<file path="config.mk">
export PLATFORM = sky130hd
export DESIGN_NAME = kabeta_intr_ctrl
export DESIGN_NICKNAME = d
export VERILOG_FILES = /design/src/rtl/kabeta_intr_ctrl_pkg.sv /design/src/rtl/kabeta_sync2.sv /design/src/rtl/kabeta_intr_ctrl.sv
export SDC_FILE = /design/constraint.sdc
export NUM_CORES = 1
export LEC_CHECK = 0
export CELL_PAD_IN_SITES_DETAIL_PLACEMENT = 0
export CELL_PAD_IN_SITES_GLOBAL_PLACEMENT = 2
export CORE_UTILIZATION = 30
export DETAILED_ROUTE_END_ITERATION = 7
export MAX_ROUTING_LAYER = met4
export PLACE_DENSITY_LB_ADDON = 0.1
export SLEW_MARGIN = 20
export SYNTH_ARGS = -nofsm -noshare
export SYNTH_HDL_FRONTEND = slang
export SYNTH_SLANG_ARGS = --single-unit
</file>
<file path="constraint.sdc">
create_clock -name Sys_Clock -period 5.3 [get_ports Sys_Clock]
set_input_delay 1.06 -clock Sys_Clock [delete_from_list [all_inputs] [get_ports Sys_Clock]]
set_output_delay 1.06 -clock Sys_Clock [all_outputs]
set_load 0.005 [all_outputs]
</file>
<file path="src/rtl/kabeta_intr_ctrl_pkg.sv">
`default_nettype none
// +----------------------------------------------------------------------+
// | kabeta_intr_ctrl_pkg                                                 |
// | Register offsets and FSM encoding shared by the interrupt controller |
// | Revision: 1.0                                                        |
// +----------------------------------------------------------------------+
package kabeta_intr_ctrl_pkg;

  localparam logic [2:0] EIC_REG_MASK = 3'd0;
  localparam logic [2:0] EIC_REG_PEND = 3'd1;
  localparam logic [2:0] EIC_REG_MODE = 3'd2;
  localparam logic [2:0] EIC_REG_STAT = 3'd3;
  localparam logic [2:0] EIC_REG_EOI  = 3'd4;

  typedef enum logic [1:0] {
    EIC_IDLE = 2'd0,
    EIC_REQ  = 2'd1,
    EIC_SERV = 2'd2
  } eic_state_t;

endpackage
`default_nettype wire

</file>
<file path="src/rtl/kabeta_sync2.sv">
`default_nettype none
// +----------------------------------------------------------------------+
// | kabeta_sync2                                                         |
// | Parametrised-width two-flop synchroniser with asynchronous reset     |
// | Revision: 1.0                                                        |
// +----------------------------------------------------------------------+
module kabeta_sync2 #(
  parameter int WIDTH = 1
) (
  input  logic             clk,
  input  logic             rst,
  input  logic [WIDTH-1:0] i_d,
  output logic [WIDTH-1:0] o_q
);

  logic [WIDTH-1:0] r_meta;
  logic [WIDTH-1:0] r_sync;

  always_ff @(posedge clk or posedge rst) begin
    if (rst) begin
      r_meta <= '0;
      r_sync <= '0;
    end else begin
      r_meta <= i_d;
      r_sync <= r_meta;
    end
  end

  assign o_q = r_sync;

endmodule
`default_nettype wire

</file>
<file path="src/rtl/kabeta_intr_ctrl.sv">
`default_nettype none
// +----------------------------------------------------------------------+
// | kabeta_intr_ctrl                                                     |
// | External interrupt controller: sync, latch, mask, prioritise, Req/Ack|
// | Revision: 1.0                                                        |
// +----------------------------------------------------------------------+
module kabeta_intr_ctrl
  import kabeta_intr_ctrl_pkg::*;
#(
  parameter int          NUM_CH     = 8,
  parameter int          ID_W       = 3,
  parameter logic [29:0] BASE_WADDR = 30'h0,
  parameter logic [31:0] MODE_RST   = 32'h0
) (
  input  logic              Sys_Clock,
  input  logic              Sys_Reset,
  input  logic [NUM_CH-1:0] Irq_Src,
  output logic              EIC_I_Req,
  output logic [ID_W-1:0]   EIC_I_Id,
  input  logic              EIC_I_Ack,
  input  logic              IO_EnR,
  input  logic              IO_EnW,
  input  logic [29:0]       IO_Address,
  input  logic [31:0]       IO_DataW,
  output logic [31:0]       IO_DataR
);

  logic [NUM_CH-1:0] r_mask;
  logic [NUM_CH-1:0] r_mode;
  logic [NUM_CH-1:0] r_pend;
  logic [NUM_CH-1:0] r_sync_d;
  eic_state_t        r_state;
  logic              r_req;
  logic [ID_W-1:0]   r_id;
  logic [ID_W-1:0]   r_isr_id;
  logic [31:0]       r_rdata;

  logic [NUM_CH-1:0] w_sync;
  logic [NUM_CH-1:0] w_edge_set;
  logic [NUM_CH-1:0] w_clr;
  logic [NUM_CH-1:0] w_pend_nxt;
  logic [NUM_CH-1:0] w_elig;
  logic              w_hit;
  logic [2:0]        w_off;
  logic              w_wr_mask;
  logic              w_wr_pend;
  logic              w_wr_mode;
  logic              w_wr_eoi;
  logic              w_ack_fire;
  logic [31:0]       w_rd;
  logic              w_unused;

  // Lowest channel index wins.
  function automatic logic [ID_W-1:0] prio_enc(input logic [NUM_CH-1:0] v);
    logic [ID_W-1:0] id;
    id = '0;
    for (int i = NUM_CH - 1; i >= 0; i--) begin
      if (v[i]) id = ID_W'(i);
    end
    return id;
  endfunction

  kabeta_sync2 #(
    .WIDTH (NUM_CH)
  ) u_sync (
    .clk (Sys_Clock),
    .rst (Sys_Reset),
    .i_d (Irq_Src),
    .o_q (w_sync)
  );

  assign w_hit      = (IO_Address[29:3] == BASE_WADDR[29:3]);
  assign w_off      = IO_Address[2:0];
  assign w_wr_mask  = IO_EnW && w_hit && (w_off == EIC_REG_MASK);
  assign w_wr_pend  = IO_EnW && w_hit && (w_off == EIC_REG_PEND);
  assign w_wr_mode  = IO_EnW && w_hit && (w_off == EIC_REG_MODE);
  assign w_wr_eoi   = IO_EnW && w_hit && (w_off == EIC_REG_EOI);
  assign w_ack_fire = (r_state == EIC_REQ) && EIC_I_Ack;
  assign w_elig     = r_pend & r_mask;
  assign w_edge_set = w_sync & ~r_sync_d;
  assign w_unused   = ^IO_DataW;

  // Edge channels: a fresh edge beats any clear in the same cycle; level channels follow the source.
  always_comb begin
    w_clr = '0;
    if (w_wr_pend)  w_clr = w_clr | IO_DataW[NUM_CH-1:0];
    if (w_ack_fire) w_clr = w_clr | (NUM_CH'(1) << r_id);
    w_pend_nxt = (r_mode & (w_edge_set | (r_pend & ~w_clr))) | (~r_mode & w_sync);
  end

  always_comb begin
    w_rd = '0;
    case (w_off)
      EIC_REG_MASK: w_rd = 32'(r_mask);
      EIC_REG_PEND: w_rd = 32'(r_pend);
      EIC_REG_MODE: w_rd = 32'(r_mode);
      EIC_REG_STAT: w_rd = {r_state, 30'(r_isr_id)};
      default:      w_rd = '0;
    endcase
  end

  always_ff @(posedge Sys_Clock or posedge Sys_Reset) begin
    if (Sys_Reset) begin
      r_mask   <= '0;
      r_mode   <= MODE_RST[NUM_CH-1:0];
      r_pend   <= '0;
      r_sync_d <= '0;
      r_rdata  <= '0;
    end else begin
      r_sync_d <= w_sync;
      r_pend   <= w_pend_nxt;
      if (w_wr_mask) r_mask <= IO_DataW[NUM_CH-1:0];
      if (w_wr_mode) r_mode <= IO_DataW[NUM_CH-1:0];
      if (IO_EnR && w_hit) r_rdata <= w_rd;
    end
  end

  always_ff @(posedge Sys_Clock or posedge Sys_Reset) begin
    if (Sys_Reset) begin
      r_state  <= EIC_IDLE;
      r_req    <= 1'b0;
      r_id     <= '0;
      r_isr_id <= '0;
    end else begin
      case (r_state)
        EIC_IDLE: begin
          if (|w_elig) begin
            r_state <= EIC_REQ;
            r_req   <= 1'b1;
            r_id    <= prio_enc(w_elig);
          end
        end
        EIC_REQ: begin
          if (EIC_I_Ack) begin
            r_state  <= EIC_SERV;
            r_req    <= 1'b0;
            r_isr_id <= r_id;
          end
        end
        EIC_SERV: begin
          if (w_wr_eoi) r_state <= EIC_IDLE;
        end
        default: begin
          r_state <= EIC_IDLE;
          r_req   <= 1'b0;
        end
      endcase
    end
  end

  assign EIC_I_Req = r_req;
  assign EIC_I_Id  = r_id;
  assign IO_DataR  = r_rdata;

endmodule
`default_nettype wire

</file>
==> metrics.md <==
| Metric | Value |
|---|---|
| Status | `finished, final reports clean` |
| CP max-delay cell | `clkdlybuf4s50_1` |
| Synth area leaders | `dfrtp_1 56%, mux2_2 10%, buf_4 5.5%, nand2_1 3.9%, a32oi_1 2.9%` |
| Leak pwr | `0.00178 uW` |
| Power density cells | `270 mW/mm2` |
| Sum of negative setup slack | `0 ns` |
| Die area | `0.0105 mm2` |
| Clock buffer count from CTS | `9` |
| Worst R2R End | `r_pend[1]$_DFF_PP0_` |
| Adder-cell share of the synthesized area | `0%` |
| Mean post-synth cell area | `12.2 um2` |
| H-tree lvl count | `3` |
| Post-Route WL | `6950 um` |
| Slew of the pin with the lowest slew margin | `0.820 ns` |
| Final Net Count | `395` |
| Placed inst area | `0.00374 mm2` |
| Post-cts resize count | `0` |
| Largest net degree at the start of global routing | `39` |
| Netlist Area Pre-Place | `0.00302 mm2` |
| Synth unique cells | `39` |
| Post-route ant nets | `0` |
| Drt initial violations | `61` |
| Peak VDD IR | `0.102 mV` |
| Post-route DRC violation count | `0` |
| Synth Instances | `247` |
| CP Launch Point | `IO_Address[0]` |
| Fmax | `315 MHz` |
| Max-cap violations | `0` |
| Crit path capture type | `flip-flop` |
| Routability Congestion | `0.788` |
| Via count | `2094` |
| Internal power | `840 uW` |
| RSZ-0062 raised after global routing | `no` |
| Avg WL per Cell | `15.2 um` |
| Number of port buffers | `64` |
| Post-DP HPWL | `5120 um` |
| Width of the die | `102 um` |
| Main combinational cell family by area after synthesis | `multiplexers` |
| Fin crit period | `3.17 ns` |
| Share of the synthesized area in the top cell type | `55.6%` |
| Setup Skew | `0.00930 ns` |
| Most common cell after layout, fill and taps aside | `dfrtp_1` |
| Antenna cells | `0` |
| Post-synthesis sequential area ratio | `55.6%` |
| Commonest non-fill, non-tap cells in the layout | `67 x dfrtp_1, 64 x clkdlybuf4s50_1, 31 x nand2_1` |
| Worst Setup EP | `r_mode[5]$_DFFE_PP0P_` |
| Area Overhead vs Synth | `31.1%` |
| Hold_buf cts | `0` |
| First-pass GRT wire length | `11300 um` |
| Top Ports | `111` |
| Seq cells post-synth | `67` |
| Arrival @ worst endpoint | `3.38 ns` |
| Core area | `0.00977 mm2` |
| Multiplexer area fraction after synthesis | `14.7%` |
| Post-route cell area | `0.00396 mm2` |
| Slowest cell delay on critical path | `0.78 ns` |
| Required @ worst endpoint | `5.51 ns` |
| Worst-Skew Late Latency | `0.33 ns` |
| Reg2Reg Depth | `4` |
| Final period util | `59.8%` |
| Setup Fix Bufs, Post-CTS | `0` |
| Hold wc startpoint | `u_sync.r_meta[7]$_DFF_PP0_` |
| Effective utilization at floorplan | `30.9%` |
| Initial antenna violation count | `0` |
| Clock sink total | `67` |
| Cell chain of the critical path | `clkdlybuf4s50_1, nand2b_1, nor4_4, mux2_2` |
| FF-to-FF setup slack | `3.56 ns` |
| CP Class | `primary input to flip-flop` |
| Synth Area in XOR/XNOR | `0%` |
| Sequential share of power | `49.8%` |
| Clock power frac | `43.1%` |
| Comb pwr share | `7.1%` |
| Max FO, Critical Path | `13` |
| FP Rows | `36` |
| Final hold viol count | `0` |
| Total track usage | `15.3%` |
| Min-delay worst type | `flip-flop to flip-flop` |
| Reg-to-Reg Start | `r_state[1]$_DFFE_PP0P_` |
| Switching Share | `21.3%` |
| DRT Pass-1 Iters | `4` |
| Global route total overflow | `0` |
| Slew margin rel. | `44.9%` |
| Net Switching | `227 uW` |
| Final Max Tran Viols | `0` |
| Vias in the first global route | `2095` |
| Post-synthesis simple-gate area fraction | `14.3%` |
| Final Setup Violations | `0` |
| Clock transition at path regs | `0.07 ns` |
| Die H | `102 um` |
| Synth area leader | `dfrtp_1` |
| Startpoint Class | `primary input` |
| Synth Area in Compound Gates | `9.08%` |
| Clock Path Buffers | `2` |
| Fraction of layout cells with a size suffix above 1 | `17.3%` |
| CTS tree | `done` |
| Vias per cell | `4.59` |
| Synth warn | `0` |
| WHS | `0.342 ns` |
| Root buf cell | `clkbuf_8` |
[power by group through the flow]
| stage | sequential (uW) | clock, uW | combinational [uW] |
|---|---|---|---|
| after floorplan | 538 | 0 | 41.3 |
| after global placement | 541 | 0 | 76.6 |
| after detailed placement | 541 | 0 | 77.4 |
| after CTS | 531 | 477 | 77.7 |
| after global routing | 533 | 502 | 84.9 |
| final | 531 | 460 | 75.9 |
[synthesized netlist by cell type, drive strengths merged]
master   number
mux2         29
o21ai         3
nand3b        1
and3          2
nand4         2
a2bb2oi       2
mux2i         5
nor3b         1
a21o          2
clkbuf        2
a31oi         8
nand2b        4
a22oi         4
nor3          3
nor4          8
nand3         3
nor2b         7
and2          1
nor4b         1
and4b         1
nor2          5
a32oi        10
o22ai         1
inv           3
buf          23
conb          1
nor4bb        1
a221o         1
o21a          1
or2           4
nand2        31
a21oi         7
mux4          3
dfrtp        67
[final cells by class]
type | instances | area (um2)
tap | 133 | 166
timing repair buffer | 66 | 656
clock buffer | 10 | 138
inverter | 3 | 11.3
sequential | 67 | 1680
fill | 970 | 5820
multi-input combinational | 173 | 1230
clock inverter | 4 | 76.3
[registers in the layout, indices dropped and copies added, names as in the netlist]
name and flops:
u_sync.o_q 8, r_sync_d 8, r_pend 8, r_state 2
r_isr_id 3, r_mask 8, EIC_I_Req 1, u_sync.r_meta 8
EIC_I_Id 3, r_mode 8, IO_DataR 10
[metrics by stage]
step                util, %  instances  setup slack [ns]  power (uW)
floorplan                 -        268              2.56         580
global placement       38.3        442              1.68         617
detailed placement     38.3        442              1.68         619
CTS                    40.5        456              2.05        1090
global route           40.5        456              1.99        1120
finish                 40.5        456              2.13        1070
[cells by family after synthesis]
group	count (synthesis)
and+or+nand+nor	75
DFF	67
AOI/OAI and AO/OA	39
muxes	37
buffers and inverters	28
other	1
[layer usage]
layer  wire [um]  vias up  track usage [%]
met1        3260     1041             19.5
met5           0        -                -
met4          70        0             4.95
li1            -      998                -
met2        3370       48             24.2
met3         252        7             3.49
[critical path, delay by kind of cell]
kind                   cells  cell delay (ns)
and+or+nand+nor            2             1.13
muxes                      1             0.41
buffers and inverters      1             0.78
[worst min-delay path by stage]
stage | to | slack (ns) | cells past startpoint
2_1_floorplan | u_sync.o_q[0]$_DFF_PP0_ | 0.33 | 0
4_1_cts | u_sync.o_q[7]$_DFF_PP0_ | 0.35 | 0
3_3_place_gp | u_sync.o_q[5]$_DFF_PP0_ | 0.33 | 0
3_5_place_dp | u_sync.o_q[5]$_DFF_PP0_ | 0.34 | 0
5_1_grt | u_sync.o_q[5]$_DFF_PP0_ | 0.36 | 0
6_report | u_sync.o_q[7]$_DFF_PP0_ | 0.34 | 0
Note: power is estimated with default switching activity, not from simulation.
